$ cat config.mk
export PLATFORM = sky130hd
export DESIGN_NAME = leds_pwm
export DESIGN_NICKNAME = d
export VERILOG_FILES = /design/src/rtl/leds_pkg.sv /design/src/rtl/leds_pwm_gen.sv /design/src/rtl/leds_pwm.sv
export SDC_FILE = /design/constraint.sdc
export NUM_CORES = 1
export LEC_CHECK = 0
export BUFFER_PORTS_ARGS = -buffer_cell sky130_fd_sc_hd__buf_2
export CORE_AREA = 2 2 112 114
export CTS_BUF_LIST = sky130_fd_sc_hd__clkbuf_16
export CTS_CLUSTER_DIAMETER = 150
export DETAILED_ROUTE_END_ITERATION = 10
export DIE_AREA = 0 0 114 116
export PLACE_DENSITY_LB_ADDON = 0.15
export SYNTH_ARGS = -nofsm -noshare
export SYNTH_HDL_FRONTEND = slang
export SYNTH_SLANG_ARGS = --single-unit
$ cat constraint.sdc
create_clock -name led_clk -period 2.05 [get_ports led_clk]
set_clock_uncertainty 0.2 [all_clocks]
set_input_delay 0.1025 -clock led_clk [delete_from_list [all_inputs] [get_ports led_clk]]
set_output_delay 0.1025 -clock led_clk [all_outputs]
set_load 0.03 [all_outputs]
$ cat src/rtl/leds_pkg.sv
// Shared register offsets and address helpers for the LED PWM controller.
package leds_pkg;

  localparam logic [3:0] LED_REG_DATA  = 4'h0;
  localparam logic [3:0] LED_REG_BLINK = 4'h4;
  localparam logic [3:0] LED_REG_DUTY  = 4'h8;
  localparam logic [3:0] LED_REG_TOGL  = 4'hC;

  function automatic logic addr_aligned(input logic [3:0] addr);
    return (addr[1:0] == 2'b00);
  endfunction

endpackage

$ cat src/rtl/leds_pwm_gen.sv
// Blink prescaler/phase and free-running PWM counter shared by all LEDs.
module leds_pwm_gen #(
  parameter int unsigned BLINK_DIV = 2500000,
  parameter int unsigned PWM_W     = 8
) (
  input  logic             led_clk,
  input  logic             ledrst_n,
  input  logic [PWM_W-1:0] duty,
  output logic             phase,
  output logic             pwm_on
);

  localparam int unsigned PRE_W = (BLINK_DIV > 1) ? $clog2(BLINK_DIV) : 1;
  localparam logic [PRE_W-1:0] PRE_LAST = PRE_W'(BLINK_DIV - 1);

  logic [PRE_W-1:0] prescaler_q, prescaler_d;
  logic             phase_q, phase_d;
  logic [PWM_W-1:0] pwm_cnt_q, pwm_cnt_d;
  logic             pre_tick;

  always_comb begin
    pre_tick    = (prescaler_q == PRE_LAST);
    prescaler_d = pre_tick ? '0 : prescaler_q + PRE_W'(1);
    phase_d     = phase_q ^ pre_tick;
    pwm_cnt_d   = pwm_cnt_q + PWM_W'(1);
  end

  always_ff @(posedge led_clk or negedge ledrst_n) begin
    if (!ledrst_n) begin
      prescaler_q <= '0;
      phase_q     <= 1'b0;
      pwm_cnt_q   <= '0;
    end else begin
      prescaler_q <= prescaler_d;
      phase_q     <= phase_d;
      pwm_cnt_q   <= pwm_cnt_d;
    end
  end

  // Full-scale duty bypasses the compare so the LED never blanks at pwm_cnt == max.
  assign phase  = phase_q;
  assign pwm_on = (duty == '1) | (pwm_cnt_q < duty);

endmodule

$ cat src/rtl/leds_pwm.sv
// MMIO LED port: DATA/BLINK/DUTY/TOGL registers, registered readback and masked LED drive.
module leds_pwm
  import leds_pkg::*;
#(
  parameter int unsigned LED_W     = 24,
  parameter int unsigned BLINK_DIV = 2500000,
  parameter int unsigned PWM_W     = 8
) (
  input  logic             led_clk,
  input  logic             ledrst_n,
  input  logic             ledcs,
  input  logic             ledwrite,
  input  logic             ledread,
  input  logic [3:0]       ledaddr,
  input  logic [31:0]      ledwdata,
  output logic [31:0]      ledrdata,
  output logic [LED_W-1:0] ledout
);

  logic [LED_W-1:0] data_q, data_d;
  logic [LED_W-1:0] blink_q, blink_d;
  logic [PWM_W-1:0] duty_q, duty_d;
  logic [31:0]      ledrdata_q, ledrdata_d;
  logic [LED_W-1:0] ledout_q, ledout_d;
  logic [31:0]      rd_word;
  logic             wr_en, rd_en, aligned;
  logic             phase, pwm_on;
  logic             unused_wdata;

  // Upper write-data bits are architecturally ignored for narrower registers.
  assign unused_wdata = ^ledwdata;

  leds_pwm_gen #(
    .BLINK_DIV (BLINK_DIV),
    .PWM_W     (PWM_W)
  ) u_gen (
    .led_clk  (led_clk),
    .ledrst_n (ledrst_n),
    .duty     (duty_q),
    .phase    (phase),
    .pwm_on   (pwm_on)
  );

  always_comb begin
    wr_en   = ledcs & ledwrite;
    rd_en   = ledcs & ledread;
    aligned = addr_aligned(ledaddr);
    data_d  = data_q;
    blink_d = blink_q;
    duty_d  = duty_q;
    if (wr_en && aligned) begin
      case (ledaddr)
        LED_REG_DATA:  data_d  = ledwdata[LED_W-1:0];
        LED_REG_BLINK: blink_d = ledwdata[LED_W-1:0];
        LED_REG_DUTY:  duty_d  = ledwdata[PWM_W-1:0];
        LED_REG_TOGL:  data_d  = data_q ^ ledwdata[LED_W-1:0];
        default:       ;
      endcase
    end

    // Readback uses pre-write register values so a same-cycle write returns the old contents.
    rd_word = '0;
    if (aligned) begin
      case (ledaddr)
        LED_REG_DATA:  rd_word[LED_W-1:0] = data_q;
        LED_REG_BLINK: rd_word[LED_W-1:0] = blink_q;
        LED_REG_DUTY:  rd_word[PWM_W-1:0] = duty_q;
        default:       ;
      endcase
    end
    ledrdata_d = rd_en ? rd_word : ledrdata_q;

    ledout_d = data_q & ~(blink_q & {LED_W{phase}}) & {LED_W{pwm_on}};
  end

  always_ff @(posedge led_clk or negedge ledrst_n) begin
    if (!ledrst_n) begin
      data_q     <= '0;
      blink_q    <= '0;
      duty_q     <= '1;
      ledrdata_q <= '0;
      ledout_q   <= '0;
    end else begin
      data_q     <= data_d;
      blink_q    <= blink_d;
      duty_q     <= duty_d;
      ledrdata_q <= ledrdata_d;
      ledout_q   <= ledout_d;
    end
  end

  assign ledrdata = ledrdata_q;
  assign ledout   = ledout_q;

endmodule

## After elaboration in Yosys (flattened, before gate mapping)

Index checks and enable logic that the tools add are counted.

- Output and inout port bits: 56
- Logic and storage cells: 37
- Bits in read-only memories: 0
- Bits in latches: 0
- Input port bits: 41
- Memories kept: 0
- RAM bits: 0
- Bits in registers: 135

- Shift operators: 0
- Add/subtract/negate cells: 2
- Multiply operators: 0
- Reduce and logical (&&, ||, !) cells: 7
- Bitwise logic cells: 9
- Equal/unequal tests: 5
- $lt $le $gt $ge: 1
- Muxes and demuxes: 5
- Divide/modulo/power cells: 0

Operator list:

| kind | count |
|---|---|
| $and 24x24->24 | 3 |
| $pmux 24 s2 | 1 |
| $pmux 16 s2 | 1 |
| $mux 24 | 1 |
| $not 24->24 | 1 |
| $pmux 8 s3 | 1 |
| $xor 24x24->24 | 1 |
| $add 22x1->22 const B | 1 |
| $eq 22x22->1 const B | 1 |
| $mux 22 | 1 |
| $add 8x1->8 const B | 1 |
| $eq 4x4->1 const B | 2 |
| $eq 8x8->1 const B | 1 |
| $lt 8x8->1 | 1 |
| $reduce_and 2->1 | 3 |
| $eq 4x3->1 const B | 1 |
| $logic_not 4->1 | 1 |
| $and 1x1->1 | 2 |
| $logic_not 2->1 | 1 |
| $reduce_bool 2->1 | 1 |
| $logic_and 1x1->1 | 1 |
| $or 1x1->1 | 1 |
| $xor 1x1->1 | 1 |

## Depth between registers and ports, before layout

Gate-level depths: netlist of the first run.

- Depth after elaboration: 4
- Mapped depth: 7
- Depth with buffers taken out: 5

## Modules after synthesis

Synthesis of the first run repeated with hierarchy kept, for this count alone.

- Cell total of the unflattened synthesis: 528
- Area, all modules: 6,093.3 um2

Modules (own cells, without submodules):

| module | area an instance (um2) | cells an instance | instances | sequential area each (um2) |
|---|---|---|---|---|
| leds_pwm | 4,494.3 | 377 | 1 | 2,612.5 |
| leds_pwm_gen | 1,599.0 | 151 | 1 | 775.7 |

## Least setup slack after synthesis of the first run

No wires, ideal clock.

- Path type: register to register
- From: reg duty_q[3]
- To: reg ledout_q[10] (netlist: ledout[10])
- Data required time: 1,714 ps
- Slack: -132 ps
- Path buffers: 1
- Period minus slack after synthesis: 2,182 ps
- Setup time: 136 ps
- Arrival time: 1,845 ps
- Stages on the path, launching flop included: 7
- Cells stage by stage: dfstp_2 -> inv_1 -> ha_1 -> o21ai_0 -> a2111oi_2 -> clkbuf_1 -> nor3_1

- Cells in the longest elaborated chain, start to end: 3
- Elaborated cells on any way between the ends: 4
- Classes of those cells: order compare (1); eq/ne (1); bitwise (2)

RTL lines:

| element | line | text |
|---|---|---|
| start: declaration | leds_pwm.sv:22 | `logic [PWM_W-1:0] duty_q, duty_d;` |
| start signal: assignment | leds_pwm.sv:86 | `duty_q <= duty_d;` |
| $lt 8x8->1 or $eq 8x8->1 (tied branches) | leds_pwm_gen.sv:42 | `assign pwm_on = (duty == '1) \| (pwm_cnt_q < duty);` |
| $or 1x1->1 (*) | leds_pwm_gen.sv:42 |  |
| $and 24x24->24 (*) | leds_pwm.sv:73 | `ledout_d = data_q & ~(blink_q & {LED_W{phase}}) & {LED_W{pwm_on}};` |
| via ledout_d[10] | leds_pwm.sv:24 | `logic [LED_W-1:0] ledout_q, ledout_d;` |
| end signal: assignment | leds_pwm.sv:88 | `ledout_q <= ledout_d;` |
| end: declaration | leds_pwm.sv:24 |  |

The timed path passes the listed nets; every way through them passes the cells marked *.
A chain may end at the register's enable or synchronous reset.

## Final worst setup path of the first run

- From: reg duty_q[6]
- To: reg ledout_q[8] (netlist: ledout[8])

The elaborated chain is that of the path after synthesis.

==> results.cfg, run 1 <==
[outcome]
status = complete, but fails checks
violations = negative setup slack

[timing]
period_share = 1.01
finalHoldViolCount = 0
grt_setup_unrepaired = yes
timing.fmax_ghz = 0.481
fin_crit_ns = 2.08
final_max_slew_viol_count = 0
setup_slack_ns = -0.0278
slew_headroom = 0.294
worstMarginPinSlew_ns = 1.06
fin_hold_ws_ns = 0.0526
setup_viol = 18

[worst_setup_path]
arrival_ns = 2.17
slowest_stage = dfstp_2
reg2reg_to = ledout[8]$_DFF_PN0_
r2r_start = duty_q[6]$_DFFE_PN1P_
crit_type = reg2reg
r2r_slack_ns = -0.03
crit_chain = inv_2 > ha_4 > nand4_1 > a2111oi_4 > buf_4 > clkbuf_16 > nor3_1
worstPathRequired_ns = 2.15
slowest_delay_ns = 0.53
end_kind = flip-flop
reg2reg_depth = 7
crit_fanout = 8
crit_path_start_kind = flip-flop

[global_routing]
grtUsageTotal = 0.233
grt_start_max_net_pins = 50
overflow = 0
grt_pass1_wl_um = 23200
grt_pass1_vias = 4581
antenna_found_initial = 0

[synthesis]
ys_types = 38
syn_avg_cell_area_um2 = 10.8
ys_seq_area_frac = 0.562
synth_top_family_by_area = simple AND/OR/NAND/NOR gates
synth_compound_area_frac = 0.0471
ys_ff_latch = 135
synth-simple-area-share = 0.165
netlist_area_mm2 = 0.00603
synth_edf_count = 0
ys_warn_count = 0
synth_cells = 560
synth_ff_type = dfrtp_1
async_flop_share = 1.00
synth_mux_area_frac = 0.0996
synthAdderAreaFrac = 0.0187
synth_xor_xnor_area_share = 0.0697

[clocking]
ctsHtreeMaxLevel = 4
clkSinkCount = 135
root_buffer = clkbuf_16
clkTransAtPathRegs_ns = 0.05
clk_latency_ns = 0.42
cts_tree = yes
clockBufferDepth = 2
cts_buffers = 17

[placed_design]
post-place-cells = 792
dp_slack_ns = -0.0594
port_buffers = 80
dp_hpwl_um = 9000
globalplace.congestion = 0.832

[route]
final_antenna_net_count = 0
viasPerCell = 5.24
drt_iter0_markers = 266
firstDrtPassIters = 4
avgRoutedWirePerCell_um = 16.7
drt-total-wl_um = 14300
route.detailed.drc = 0
vias = 4483

[hold_path]
min_to = ledrdata[22]$_DFFE_PN0P_
min_path_type = in2reg
hold_depth = 5
hp-start = ledread

[floorplan]
fp-row-count = 40
initial_utilization = 0.506
fp.dieW_um = 114
pin_count = 97
die_h_um = 116
core_area_mm2 = 0.0119
die_area_mm2 = 0.0132

[layout]
fill_cells = 943
nNetsFinal = 747
final_cells = 855
n_antenna_cell = 0
syn_to_final_growth_pct = 30.6
drive_gt1_frac = 0.314

[power]
p_per_area_mw_per_mm2 = 1080
peakVddDrop_mv = 0.609
p_leak_nw = 3.72
power_w = 0.00847

[run]
drv_cap = 0
flip-flops by register name (all words and copies together) (netlist names):
register,count
blink_q,24
u_gen.pwm_cnt_q,8
ledout,24
u_gen.phase,1
ledrdata,24
data_q,24
duty_q,8
u_gen.prescaler_q,22
repair_timing:
| action | CTS | global route |
|---|---|---|
| endpoints found under the hold margin | 198 | 0 |
| setup endpoints to repair | 24 | 24 |
| resized for setup | 23 | 14 |
| gates cloned | 2 | 0 |
| hold buffers | 29 | 0 |
| pin swaps | 7 | 9 |
| setup buffers | 1 | 1 |
synthesized netlist by cell type (all sizes together), types with 9 or more instances:
master  instances  area (um^2)
ha              9          113
nor2           14         52.6
nand2         131          492
xnor2          13          114
nor3           30          150
buf            18          116
nand4          11         68.8
nand3          11         60.1
xor2           35          307
o21ai          26          130
mux2           32          360
clkbuf         18         67.6
inv            11         41.3
mux2i          24          240
dfrtp         127         3180
cell type report:
class / count / area, um^2 / area share
Sequential cell: 135 / 3390 / 0.430
Multi-Input combinational cell: 385 / 2660 / 0.337
Timing Repair Buffer: 147 / 1060 / 0.135
Clock buffer: 17 / 425 / 0.0540
Tap cell: 147 / 184 / 0.0234
Clock inverter: 13 / 118 / 0.0149
Inverter: 11 / 41.3 / 0.00524
power by group:
part | internal [W] | switching, W
sequential | 0.00325 | 0.000337
combinational | 0.000791 | 0.00127
clock | 0.00174 | 0.00109
per-layer routing:
| layer | share of wire | GRT usage | vias up | routed length [um] |
|---|---|---|---|---|
| met3 | 0.047 | 0.0628 | 18 | 675 |
| met2 | 0.48 | 0.380 | 118 | 6890 |
| met4 | 0.015 | 0.0911 | 0 | 217 |
| met5 | 0 | 0 | - | 0 |
| met1 | 0.45 | 0.299 | 2200 | 6470 |
| li1 | - | - | 2147 | - |
cell families after synthesis:
group / Yosys count
AO/OA/AOI/OAI: 44
XOR/XNOR: 48
adder cells (fa/ha/maj): 9
buffers and inverters: 47
flip-flops: 135
multiplexers: 56
other: 1
AND/OR/NAND/NOR: 220
critical path, delay by kind of cell (launching register included):
kind	cells	cell delay (ns)
buffers and inverters	3	0.39
and+or+nand+nor	2	0.22
DFF	1	0.53
AOI/OAI and AO/OA	1	0.34
adders and majority gates	1	0.26
how the worst max path moves through the flow:
| stage | start | endpoint | slack (ns) | cells past startpoint |
|---|---|---|---|---|
| global route | duty_q[6]$_DFFE_PN1P_ | ledout[8]$_DFF_PN0_ | -0.05 | 7 |
| CTS | duty_q[1]$_DFFE_PN1P_ | ledout[8]$_DFF_PN0_ | -0.01 | 6 |
| detailed placement | duty_q[5]$_DFFE_PN1P_ | ledout[13]$_DFF_PN0_ | -0.06 | 6 |
| floorplan | duty_q[7]$_DFFE_PN1P_ | ledout[10]$_DFF_PN0_ | 0.02 | 6 |
| finish | duty_q[6]$_DFFE_PN1P_ | ledout[8]$_DFF_PN0_ | -0.03 | 7 |
| global placement | duty_q[6]$_DFFE_PN1P_ | ledout[14]$_DFF_PN0_ | -0.007 | 6 |
through the flow:
step	utilization	TNS (ns)	area, um^2
floorplan	-	0	6080
global placement	0.570	-0.0974	6790
detailed placement	0.570	-0.901	6790
CTS	0.655	-0.0624	7800
global route	0.661	-0.833	7880
finish	0.661	-0.232	7880
placed cells by master (no fill, tap or decap), types with 5 or more instances in the layout:
master / instances
nor3_2: 18
dfrtp_1: 127
nand4_1: 11
inv_1: 9
nor2_1: 14
xor2_1: 35
dlygate4sd3_1: 29
nand2_1: 131
conb_1: 8
o21ai_0: 25
dfstp_2: 8
a22o_1: 8
buf_2: 79
mux2_2: 32
clkbuf_16: 18
mux2i_1: 24
nor3_1: 9
nand3_1: 10
xnor2_1: 13
buf_4: 32
ha_1: 5
No activity file was read; power rests on OpenSTA's default activity.
==> inputs of run 2 (changes only) <==
--- a/config.mk
+++ b/config.mk
@@ -12,6 +12,7 @@
 export DETAILED_ROUTE_END_ITERATION = 10
 export DIE_AREA = 0 0 114 116
 export PLACE_DENSITY_LB_ADDON = 0.15
+export RECOVER_POWER = 50
 export SYNTH_ARGS = -nofsm -noshare
 export SYNTH_HDL_FRONTEND = slang
 export SYNTH_SLANG_ARGS = --single-unit
==> run 2 against run 1 <==
  * The flow still finishes with violations (negative setup slack)
  * Clock-buffer cell count did not move
  * Non-clock buffer count is the same
  * Global-route usage is the same
  * Hold slack got worse by 0.0050 ns
  * Via count barely moved
  * Flip-flop and latch count stayed put
  * Largest power group unchanged
  * Highest routed layer unchanged
  * Final cell count stayed put
  * Utilization down 0.59 points
==> results.cfg, run 2 (synthesis results as in run 1) <==
[power]
p_per_area_mw_per_mm2 = 1080
peakVddDrop_mv = 0.610
p_leak_nw = 3.52
power_w = 0.00842

[layout]
syn_to_final_growth_pct = 29.4
final_cell_mix = 131 x nand2_1, 127 x dfrtp_1, 48 x clkbuf_1
fill_cells = 969
n_antenna_cell = 0
nNetsFinal = 747
drive_gt1_frac = 0.244
mostFrequentLayoutCell = nand2_1

[global_routing]
overflow = 0
antenna_found_initial = 0
grt_pass1_wl_um = 23200
grt_pass1_vias = 4581
grtUsageTotal = 0.233
grt_start_max_net_pins = 50

[worst_setup_path]
crit_fanout = 8
arrival_ns = 2.17
crit_path_start_kind = flip-flop
crit_type = reg2reg
end_kind = flip-flop
worstPathRequired_ns = 2.15

[outcome]
violations = negative setup slack
status = complete, but fails checks

[floorplan]
core_area_mm2 = 0.0119
die_area_mm2 = 0.0132
fp.dieW_um = 114
pin_count = 97
die_h_um = 116
initial_utilization = 0.506
fp-row-count = 40

[run]
drv_cap = 0

[timing]
slew_headroom = 0.285
period_share = 1.01
setup_slack_ns = -0.0280
setup_viol = 17
finalHoldViolCount = 0
timing.fmax_ghz = 0.481
fin_crit_ns = 2.08
grt_setup_unrepaired = yes
final_max_slew_viol_count = 0
worstMarginPinSlew_ns = 1.07

[route]
viasPerCell = 5.24
avgRoutedWirePerCell_um = 16.7
route.detailed.drc = 0
firstDrtPassIters = 8
drt-total-wl_um = 14300
vias = 4484
drt_iter0_markers = 285
final_antenna_net_count = 0

[clocking]
clk_latency_ns = 0.42
clkTransAtPathRegs_ns = 0.05
clkSinkCount = 135
root_buffer = clkbuf_16
cts_tree = yes
cts_buffers = 17
ctsHtreeMaxLevel = 4
clockBufferDepth = 2

[hold_path]
min_path_type = in2reg

[placed_design]
dp_slack_ns = -0.0594
port_buffers = 80
dp_hpwl_um = 9000
globalplace.congestion = 0.832
## run 2: layout make-up
type	instances	area (um^2)	area share
clock inverters	13	118	0.0151
clock buffers	17	425	0.0545
inverters	11	41.3	0.00529
multi-input cells	385	2660	0.340
flip-flops and latches	135	3390	0.434
repair buffers	147	992	0.127
well taps	147	184	0.0236
## run 2: worst paths after layout
| path | cells past startpoint | slack, ns | to | from |
|---|---|---|---|---|
| min in group asynchronous | 3 | 0.62 | ledout[7]$_DFF_PN0_ | ledrst_n |
| max | 7 | -0.03 | ledout[8]$_DFF_PN0_ | duty_q[6]$_DFFE_PN1P_ |
| min reg2reg | 2 | 0.28 | ledrdata[22]$_DFFE_PN0P_ | ledrdata[22]$_DFFE_PN0P_ |
| max in group asynchronous | 4 | 0.25 | u_gen.prescaler_q[21]$_DFF_PN0_ | ledrst_n |
| max reg2reg | 7 | -0.03 | ledout[8]$_DFF_PN0_ | duty_q[6]$_DFFE_PN1P_ |
| min | 5 | 0.05 | ledrdata[22]$_DFFE_PN0P_ | ledread |
## run 2: per-stage QoR
| step | instance area [um^2] | util | instances | hold slack, ns | TNS [ns] |
|---|---|---|---|---|---|
| 3_5_place_dp | 6790 | 0.570 | 792 | -0.129 | -0.901 |
| 2_1_floorplan | 6080 | - | 567 | -0.393 | 0 |
| 3_3_place_gp | 6790 | 0.570 | 792 | -0.131 | -0.0974 |
| 6_report | 7800 | 0.655 | 855 | 0.0476 | -0.225 |
| 4_1_cts | 7800 | 0.655 | 854 | 0.0363 | -0.0624 |
| 5_1_grt | 7800 | 0.655 | 855 | 0.0726 | -0.894 |
## run 2: what timing repair did
action,4_1_cts,5_1_grt
gates cloned,2,0
hold endpoints to repair,198,0
endpoints found under the setup margin,24,24
setup buffers,1,1
hold buffers,29,0
pin swaps,7,9
gates resized for setup,23,14
## run 2: worst max-delay path: stages, from the launching register on
cell and delay (ns):
dfstp_2 0.53, inv_2 0.05, ha_4 0.26, nand4_1 0.17, a2111oi_4 0.34, buf_4 0.18
clkbuf_16 0.16, nor3_1 0.05
## run 2: per-layer routing
metal	global-route usage	up-vias	wire length, um
met5	0	-	0
met4	0.0911	0	206
met3	0.0628	16	615
met2	0.380	120	6910
met1	0.299	2199	6540
li1	-	2149	-
## run 2: where the power goes
part | switching (W) | internal [W]
clock network | 0.00109 | 0.00174
logic | 0.00127 | 0.000728
registers | 0.000344 | 0.00325
total | 0.00270 | 0.00572
